### src/rtl/program_loader_if.sv
// Byte-stream input and program-memory write port of the boot loader.
// Handshake: a byte transfers on the rising clk edge where byte_valid && byte_ready
// are both 1. byte_ready is registered in the loader and never depends on byte_valid.
// The source holds byte_in stable while byte_valid is 1 and the byte has not been taken.
interface program_loader_if #(
   parameter int ADD_WIDTH = 4,
   parameter int WIDTH     = 32
);
   logic [7:0]           byte_in;
   logic                 byte_valid;
   logic                 byte_ready;
   logic                 mem_wen;
   logic [ADD_WIDTH-1:0] mem_addr;
   logic [WIDTH-1:0]     mem_wdata;

   // Byte source / memory observer side
   modport master (
      output byte_in, byte_valid,
      input  byte_ready, mem_wen, mem_addr, mem_wdata
   );

   // Loader side
   modport slave (
      input  byte_in, byte_valid,
      output byte_ready, mem_wen, mem_addr, mem_wdata
   );
endinterface

### src/rtl/program_loader.sv
// Boot-stage program loader: packs a little-endian byte stream into 32-bit words,
// writes them to program memory at 0..DEPTH-1, then checks a trailing XOR checksum
// byte. The CPU is held in reset (cpu_rst=0) until a load ends with a good checksum.
module program_loader #(
   parameter int DEPTH     = 16,
   parameter int ADD_WIDTH = 4,
   parameter int WIDTH     = 32
) (
   input  logic               clk,
   input  logic               rst,          // asynchronous, active low
   input  logic               load_start,   // 1-cycle pulse, wins over everything
   program_loader_if.slave    bus,
   output logic               cpu_rst,      // active-low CPU reset, 1 only in DONE
   output logic               load_done,
   output logic               load_error,
   output logic [2:0]         o_state       // FSM state for debug/checkers
);

   typedef enum logic [2:0] {
      IDLE  = 3'd0,
      LOAD  = 3'd1,
      WRITE = 3'd2,
      CHECK = 3'd3,
      DONE  = 3'd4,
      ERROR = 3'd5
   } state_t;

   localparam logic [ADD_WIDTH-1:0] LAST_ADDR = ADD_WIDTH'(DEPTH - 1);

   state_t               r_state,    w_next_state;
   logic [1:0]           r_byte_cnt, w_next_cnt;
   logic [7:0]           r_checksum, w_next_sum;
   logic [ADD_WIDTH-1:0] r_addr,     w_next_addr;
   logic [WIDTH-1:0]     r_wdata,    w_next_data;
   logic                 r_ready,    w_next_ready;
   logic                 r_wen,      w_next_wen;
   logic                 r_cpu_rst,  w_next_cpu_rst;
   logic                 r_done,     w_next_done;
   logic                 r_error,    w_next_error;
   logic                 w_accept;

   // r_ready is 1 exactly in LOAD/CHECK, so an accept can only happen in those states
   assign w_accept = bus.byte_valid && r_ready;

   // Next-state, datapath and registered-output decode
   always_comb begin
      w_next_state = r_state;
      w_next_cnt   = r_byte_cnt;
      w_next_sum   = r_checksum;
      w_next_addr  = r_addr;
      w_next_data  = r_wdata;
      if (load_start) begin
         // restart from any state; a byte offered this cycle is dropped
         w_next_state = LOAD;
         w_next_cnt   = 2'd0;
         w_next_sum   = 8'd0;
         w_next_addr  = '0;
         w_next_data  = '0;
      end else begin
         case (r_state)
            LOAD: begin
               if (w_accept) begin
                  w_next_data[{r_byte_cnt, 3'b000} +: 8] = bus.byte_in;
                  w_next_sum = r_checksum ^ bus.byte_in;
                  w_next_cnt = r_byte_cnt + 2'd1;
                  if (r_byte_cnt == 2'd3) begin
                     w_next_state = WRITE;
                  end
               end
            end
            WRITE: begin
               // last word written: address stays, never wraps back to 0
               if (r_addr == LAST_ADDR) begin
                  w_next_state = CHECK;
               end else begin
                  w_next_addr  = r_addr + 1'b1;
                  w_next_state = LOAD;
               end
            end
            CHECK: begin
               if (w_accept) begin
                  w_next_state = (bus.byte_in == r_checksum) ? DONE : ERROR;
               end
            end
            default: begin
               // IDLE, DONE, ERROR hold until load_start
            end
         endcase
      end
      w_next_ready   = (w_next_state == LOAD) || (w_next_state == CHECK);
      w_next_wen     = (w_next_state == WRITE);
      w_next_cpu_rst = (w_next_state == DONE);
      w_next_done    = (w_next_state == DONE);
      w_next_error   = (w_next_state == ERROR);
   end

   // State and registered outputs, cleared asynchronously by rst
   always_ff @(posedge clk or negedge rst) begin
      if (!rst) begin
         r_state    <= IDLE;
         r_byte_cnt <= 2'd0;
         r_checksum <= 8'd0;
         r_addr     <= '0;
         r_wdata    <= '0;
         r_ready    <= 1'b0;
         r_wen      <= 1'b0;
         r_cpu_rst  <= 1'b0;
         r_done     <= 1'b0;
         r_error    <= 1'b0;
      end else begin
         r_state    <= w_next_state;
         r_byte_cnt <= w_next_cnt;
         r_checksum <= w_next_sum;
         r_addr     <= w_next_addr;
         r_wdata    <= w_next_data;
         r_ready    <= w_next_ready;
         r_wen      <= w_next_wen;
         r_cpu_rst  <= w_next_cpu_rst;
         r_done     <= w_next_done;
         r_error    <= w_next_error;
      end
   end

   assign bus.byte_ready = r_ready;
   assign bus.mem_wen    = r_wen;
   assign bus.mem_addr   = r_addr;
   assign bus.mem_wdata  = r_wdata;
   assign cpu_rst        = r_cpu_rst;
   assign load_done      = r_done;
   assign load_error     = r_error;
   assign o_state        = r_state;

endmodule

### src/flat_wrapper.sv
// flat-port wrapper written by rule: the top's interface ports become plain ports
module program_loader_flat 
#(
   parameter int DEPTH     = 16,
   parameter int ADD_WIDTH = 4,
   parameter int WIDTH     = 32
)
  (clk, rst, load_start, cpu_rst, load_done, load_error, o_state, bus_byte_in, bus_byte_valid, bus_byte_ready, bus_mem_wen, bus_mem_addr, bus_mem_wdata);
  program_loader_if #(.ADD_WIDTH(ADD_WIDTH), .WIDTH(WIDTH)) bus_i ();
  input  logic clk;
  input  logic rst;
  input  logic load_start;
  output logic cpu_rst;
  output logic load_done;
  output logic load_error;
  output logic [2:0] o_state;
  input wire logic [$bits(bus_i.byte_in)-1:0] bus_byte_in;
  input wire logic [$bits(bus_i.byte_valid)-1:0] bus_byte_valid;
  output wire logic [$bits(bus_i.byte_ready)-1:0] bus_byte_ready;
  output wire logic [$bits(bus_i.mem_wen)-1:0] bus_mem_wen;
  output wire logic [$bits(bus_i.mem_addr)-1:0] bus_mem_addr;
  output wire logic [$bits(bus_i.mem_wdata)-1:0] bus_mem_wdata;
  assign bus_i.byte_in = bus_byte_in;
  assign bus_i.byte_valid = bus_byte_valid;
  assign bus_byte_ready = bus_i.byte_ready;
  assign bus_mem_wen = bus_i.mem_wen;
  assign bus_mem_addr = bus_i.mem_addr;
  assign bus_mem_wdata = bus_i.mem_wdata;
  program_loader #(.DEPTH(DEPTH), .ADD_WIDTH(ADD_WIDTH), .WIDTH(WIDTH)) u_core (.clk(clk), .rst(rst), .load_start(load_start), .bus(bus_i), .cpu_rst(cpu_rst), .load_done(load_done), .load_error(load_error), .o_state(o_state));
endmodule
### config.mk
export PLATFORM = sky130hd
export DESIGN_NAME = program_loader_flat
export DESIGN_NICKNAME = d
export VERILOG_FILES = /design/src/rtl/program_loader_if.sv /design/src/rtl/program_loader.sv /design/src/flat_wrapper.sv
export SDC_FILE = /design/constraint.sdc
export NUM_CORES = 1
export LEC_CHECK = 0
export CAP_MARGIN = 20
export CORE_MARGIN = 2
export CORE_UTILIZATION = 54
export DETAILED_ROUTE_END_ITERATION = 8
export PLACE_DENSITY_LB_ADDON = 0.12
export SETUP_SLACK_MARGIN = 0.02
export SYNTH_ARGS = -nofsm -noshare
export SYNTH_HDL_FRONTEND = slang
export SYNTH_SLANG_ARGS = --single-unit
### constraint.sdc
create_clock -name clk -period 4.6 [get_ports clk]
set_input_delay 1.15 -clock clk [delete_from_list [all_inputs] [get_ports clk]]
set_output_delay 1.15 -clock clk [all_outputs]
set_load 0.05 [all_outputs]
==> results_dict.tcl, run 1 <==
set metrics [dict create \
    root_buffer "clkbuf_8" \
    grt_overflow 0 \
    tns_ps 0 \
    postRouteAntennaNets 0 \
    r2r-start "u_core.o_state[2]$_DFF_PN0_" \
    regArea_um2 1330 \
    worst_pin_slew_ps 669 \
    antenna_cells 0 \
    vdd_drop_max_uv 319 \
    finalWirelength_mm 5.42 \
    power.density_nw_per_um2 406 \
    synth_edf_count 0 \
    ctsResizeCount 0 \
    syn2layout_area_growth_pct 24.7 \
    drv_cap 0 \
    status "finished clean" \
    num_vias 1919 \
    syn-num-nets 260 \
    crit_path_end_kind "output port" \
    setup_violations 0 \
    worstSkewPairLatency_ps 310 \
    worstHoldStart "u_core.bus.mem_wdata[24]$_DFFE_PN0P_" \
    fillerInstances 348 \
    core_um2 4440 \
    final_util_pct 71.1 \
    cp-start-kind "register" \
    fin_skew_ps 5.20 \
    hold_buffers 0 \
    worstPathCellList "clkdlybuf4s50_1" \
    critPathArrivalTime_ps 1710 \
    hp-class "register to register" \
    synth-seq-area-share_pct 52.3 \
    finalPower_uw 1280 \
    leakage_uw 0.00132 \
    period_share_pct 62.1 \
    antenna_found_initial 0 \
    num_rows 24 \
    port_buffers 55 \
    firstDrtPassIters 4 \
    nets 312 \
    syn-cell-area_um2 2540 \
    startpoint "u_core.o_state[0]$_DFF_PN0_" \
    start_util_pct 57.1 \
    dp_cells 340 \
    detail_route.iter0.violations 150 \
    multi_input_area_um2 1010 \
    design_area_um2 3160 \
    post-dp-hpwl_mm 3.72 \
    die_area_um2 5260 \
    drive_above_1_share_pct 8.78 \
    viasPerCell 5.51 \
    synth.avg_cell_area_um2 10.4 \
    grt_use_total_pct 22.1 \
    die_h_um 72.5 \
    worst_path_max_delay_cell "clkdlybuf4s50_1" \
    cts_sinks 53 \
    max-slew-margin-rel_pct 55.3 \
    io_pins 56 \
    clkTransAtPathRegs_ps 100 \
    synthArstFlopShare_pct 100 \
    drc_errors 0 \
    grt_first_pass_wirelength_mm 8.78 \
    period_minus_slack_ps 2860 \
    slew_viol_final 0 \
    synth_seq_cells 53 \
    die_width_um 72.5 \
    required_ps 3450 \
    max_clock_freq_ghz 0.350 \
    cp_max_fo 9 \
    first_global_vias 1768 \
    routedWlPerCell_um 15.6 \
    cts_inserted_buffers 5 \
    rsz0062_at_grt "no" \
    cp_top_family "buffers and inverters" \
    instances_no_fill 348 \
    htreeDepth 2 \
    syn_inst 243 \
    placed_cell_area_um2 3080 \
    clockBufferDepth 2 \
    dominantRegCellSynth "dfrtp_1" \
    cts_tree "done" \
    path_class "register to output port" \
    gp_congestion 0.761 \
    critical_path_buf_inv_count 1 \
    max_stage_delay_ps 870 \
    ys_types 40 \
    hold_viol_final 0 \
    post-cts-setup-buffers 0 \
    grt_max_degree 54 \
    yosys_warnings 0 \
]
==> cells in the final DEF, fill, tap and decap left out, types with 2 or more instances in the layout <==
cell	n
a21oi_1	4
a22o_1	5
a31o_2	4
a31oi_4	2
and3_1	2
and4_1	2
and4b_1	3
buf_4	2
clkbuf_8	5
clkdlybuf4s50_1	54
clkinv_2	2
dfrtp_1	53
ha_1	5
inv_1	29
nand2_1	3
nand3_1	38
nand4_1	2
nor2_1	15
o21ai_1	28
xnor2_1	9
xor2_1	10
==> final cells by class <==
class	instances	area share, %
clock buffers	5	2.18
clock inverters	3	0.554
inverters	29	3.44
multi-input cells	149	32.1
flip-flops and latches	53	41.9
well taps	52	2.06
repair buffers	57	17.7
==> power by group <==
group          internal [uW]  total [uW]  switching [uW]  leakage [uW]
logic                    161         454             293      0.000554
clock network            105         261             155     0.0000439
registers                518         569            51.0      0.000721
==> metal layers <==
metal	part of all wire, %	GRT usage (%)
met5	0	0
met3	4.9	4.17
met2	46	32.6
met1	47	32.5
met4	1.4	8.64
==> registers in the layout (all words and copies together) (netlist names), 2 cells and up <==
register,count
u_core.bus.mem_wdata,32
u_core.r_checksum,8
u_core.bus.mem_addr,4
u_core.o_state,3
u_core.r_byte_cnt,2
==> per-stage QoR <==
stage	setup WS, ps	hold slack, ps
floorplan	2400	525
global placement	1560	497
detailed placement	1490	503
CTS	1740	524
global route	1680	549
finish	1740	523
==> synth_stat cells (all sizes together) (2+ instances only) <==
cell type	count	area share, %
a21oi	5	1.4
a22o	5	1.7
a31o	4	1.4
a31oi	2	1.7
and2	2	0.59
and2b	2	0.74
and3	2	0.49
and4	2	0.69
and4b	3	1.2
buf	11	3.3
dfrtp	53	52
ha	5	2.5
inv	29	4.3
nand2	3	0.44
nand3	38	7.5
nand4	3	0.99
nor2	15	2.2
o21ai	28	5.5
xnor2	9	3.1
xor2	10	3.5
==> worst paths after layout <==
| check | cells after the start | slack [ps] | end |
|---|---|---|---|
| worst max-delay path | 1 | 1740 | o_state[0] |
| worst min-delay path | 1 | 520 | u_core.bus.mem_wdata[24]$_DFFE_PN0P_ |
| worst max register to register | 4 | 2570 | u_core.cpu_rst$_DFF_PN0_ |
| worst min register to register | 1 | 520 | u_core.bus.mem_wdata[24]$_DFFE_PN0P_ |
| max in group asynchronous | 2 | 3220 | u_core.r_checksum[2]$_DFFE_PN0P_ |
| min in group asynchronous | 2 | 950 | u_core.bus.mem_wen$_DFF_PN0_ |
==> cells by family (layout without fill, tap and decap cells) <==
group | count (synthesis) | count (layout) | synth area share [%]
DFF | 53 | 53 | 52.3
buffers and inverters | 41 | 94 | 7.70
AOI/OAI and AO/OA | 50 | 50 | 14.1
muxes | 1 | 1 | 0.395
xor gates and xnor gates | 19 | 19 | 6.56
adders and majority gates | 5 | 5 | 2.47
and+or+nand+nor | 74 | 74 | 16.5
(Power assumes the default switching activity.)
==> run 2: changes to the inputs <==
- CORE_UTILIZATION: 54 -> 45
- clock period: 4.6 -> 2.5 ns (I/O delays scaled with it)
==> results_dict.tcl, run 2 (synthesis gave the netlist of run 1 again) <==
set metrics [dict create \
    p_switching_uw 918 \
    combPwrFrac_pct 36.2 \
    hp-class "primary input to async pin" \
    drv_cap 0 \
    p_int_uw 1470 \
    ctsResizeCount 0 \
    cts_sinks 53 \
    power.density_nw_per_um2 730 \
    final_util_pct 59.8 \
    num_vias 1966 \
    hold_buffers 0 \
    die_width_um 79.1 \
    slew_viol_final 0 \
    max_clock_freq_ghz 0.427 \
    die_h_um 79.1 \
    antenna_found_initial 0 \
    largest_reg_flops 32 \
    core_um2 5470 \
    nets 324 \
    routedWlPerCell_um 15.3 \
    dp_cells 372 \
    clkTransAtPathRegs_ps 90 \
    worst_pin_slew_ps 669 \
    setup_violations 0 \
    grt_use_total_pct 19.8 \
    num_rows 27 \
    crit_path_end_kind "output port" \
    rsz0062_at_grt "no" \
    multi_input_area_um2 1010 \
    layout_commonest_cell "clkdlybuf4s50_1" \
    cts_tree "done" \
    status "finished clean" \
    tns_ps 0 \
    drc_errors 0 \
    path_class "register to output port" \
    whs_ps 431 \
    cp_top_family "buffers and inverters" \
    max_stage_delay_ps 870 \
    finalWirelength_mm 5.81 \
    post-cts-setup-buffers 0 \
    swShare_pct 38.4 \
    antenna_cells 0 \
    hold_viol_final 0 \
    grt_overflow 0 \
    instances_no_fill 380 \
    port_buffers 55 \
    worstPathCellList "clkdlybuf4s50_1" \
    route.met2.wl_mm 2.65 \
    worstSkewPairLatency_ps 300 \
    grt_first_pass_wirelength_mm 9.54 \
    vdd_drop_max_uv 428 \
    die_area_um2 6250 \
    dr_wl_met3_um 300 \
    critical_path_buf_inv_count 1 \
    gp_congestion 0.756 \
    max-slew-margin-rel_pct 55.4 \
    clockBufferDepth 2 \
    post-dp-hpwl_mm 4.08 \
    fin_skew_ps 6.31 \
    viasPerCell 5.17 \
    start_util_pct 46.3 \
    postRouteAntennaNets 0 \
    fillerInstances 487 \
    first_global_vias 1789 \
    grt_max_degree 54 \
    p_clk_share_pct 19.8 \
    cts_inserted_buffers 5 \
    worst_path_max_delay_cell "clkdlybuf4s50_1" \
    drive_above_1_share_pct 11.7 \
    io_pins 56 \
    required_ps 1880 \
    regArea_um2 1330 \
    critPathArrivalTime_ps 1720 \
    top_layer "met4" \
    period_minus_slack_ps 2340 \
    detail_route.iter0.violations 139 \
    htreeDepth 2 \
    drt-met1-wl_mm 2.81 \
    cp-start-kind "register" \
    layout_common_cells "clkdlybuf4s50_1 (54), dfrtp_1 (53), nand3_1 (38)" \
    seq_power_share_pct 44.0 \
    cp_max_fo 9 \
    syn2layout_area_growth_pct 29.1 \
    leakage_uw 0.00137 \
    firstDrtPassIters 4 \
    period_share_pct 93.8 \
    root_buffer "clkbuf_8" \
]
-- run 2: power by group through the flow --
stage	combinational (uW)	clock [uW]	sequential [uW]
2_1_floorplan	438	0	1250
3_3_place_gp	858	0	1060
3_5_place_dp	865	0	1070
4_1_cts	868	482	1050
5_1_grt	944	528	1060
6_report	866	473	1050
-- run 2: per-stage QoR --
step	area, um^2	setup WS, ps	power (uW)
floorplan	2540	661	1690
finish	3270	156	2390
detailed placement	3190	170	1930
global route	3270	100	2540
CTS	3270	153	2400
global placement	3190	214	1920
-- run 2: path summary, 6_finish.rpt --
kind | start | to | slack, ps | depth (start not counted)
worst max-delay path | u_core.o_state[0]$_DFF_PN0_ | o_state[0] | 160 | 1
worst min-delay path | rst | u_core.cpu_rst$_DFF_PN0_ | 430 | 2
worst max register to register | u_core.o_state[2]$_DFF_PN0_ | u_core.bus.mem_wdata[11]$_DFFE_PN0P_ | 720 | 5
worst min register to register | u_core.bus.mem_wdata[28]$_DFFE_PN0P_ | u_core.bus.mem_wdata[28]$_DFFE_PN0P_ | 520 | 1
max in group asynchronous | rst | u_core.bus.mem_wdata[8]$_DFFE_PN0P_ | 1630 | 2
min in group clk | u_core.bus.mem_wdata[28]$_DFFE_PN0P_ | u_core.bus.mem_wdata[28]$_DFFE_PN0P_ | 520 | 1
-- run 2: final cells by class --
class,instances,share of cell area (%)
flip-flops and latches,53,40.5
multi-input cells,149,31.0
repair buffers,69,19.9
inverters,29,3.32
well taps,72,2.75
clock buffers,7,2.33
clock inverters,1,0.229
-- run 2: routing by layer --
metal / vias to the layer above / track usage (%)
met2: 48 / 28.6
met4: 0 / 5.17
li1: 957 / -
met1: 956 / 30.5
met3: 5 / 3.64
met5: - / 0
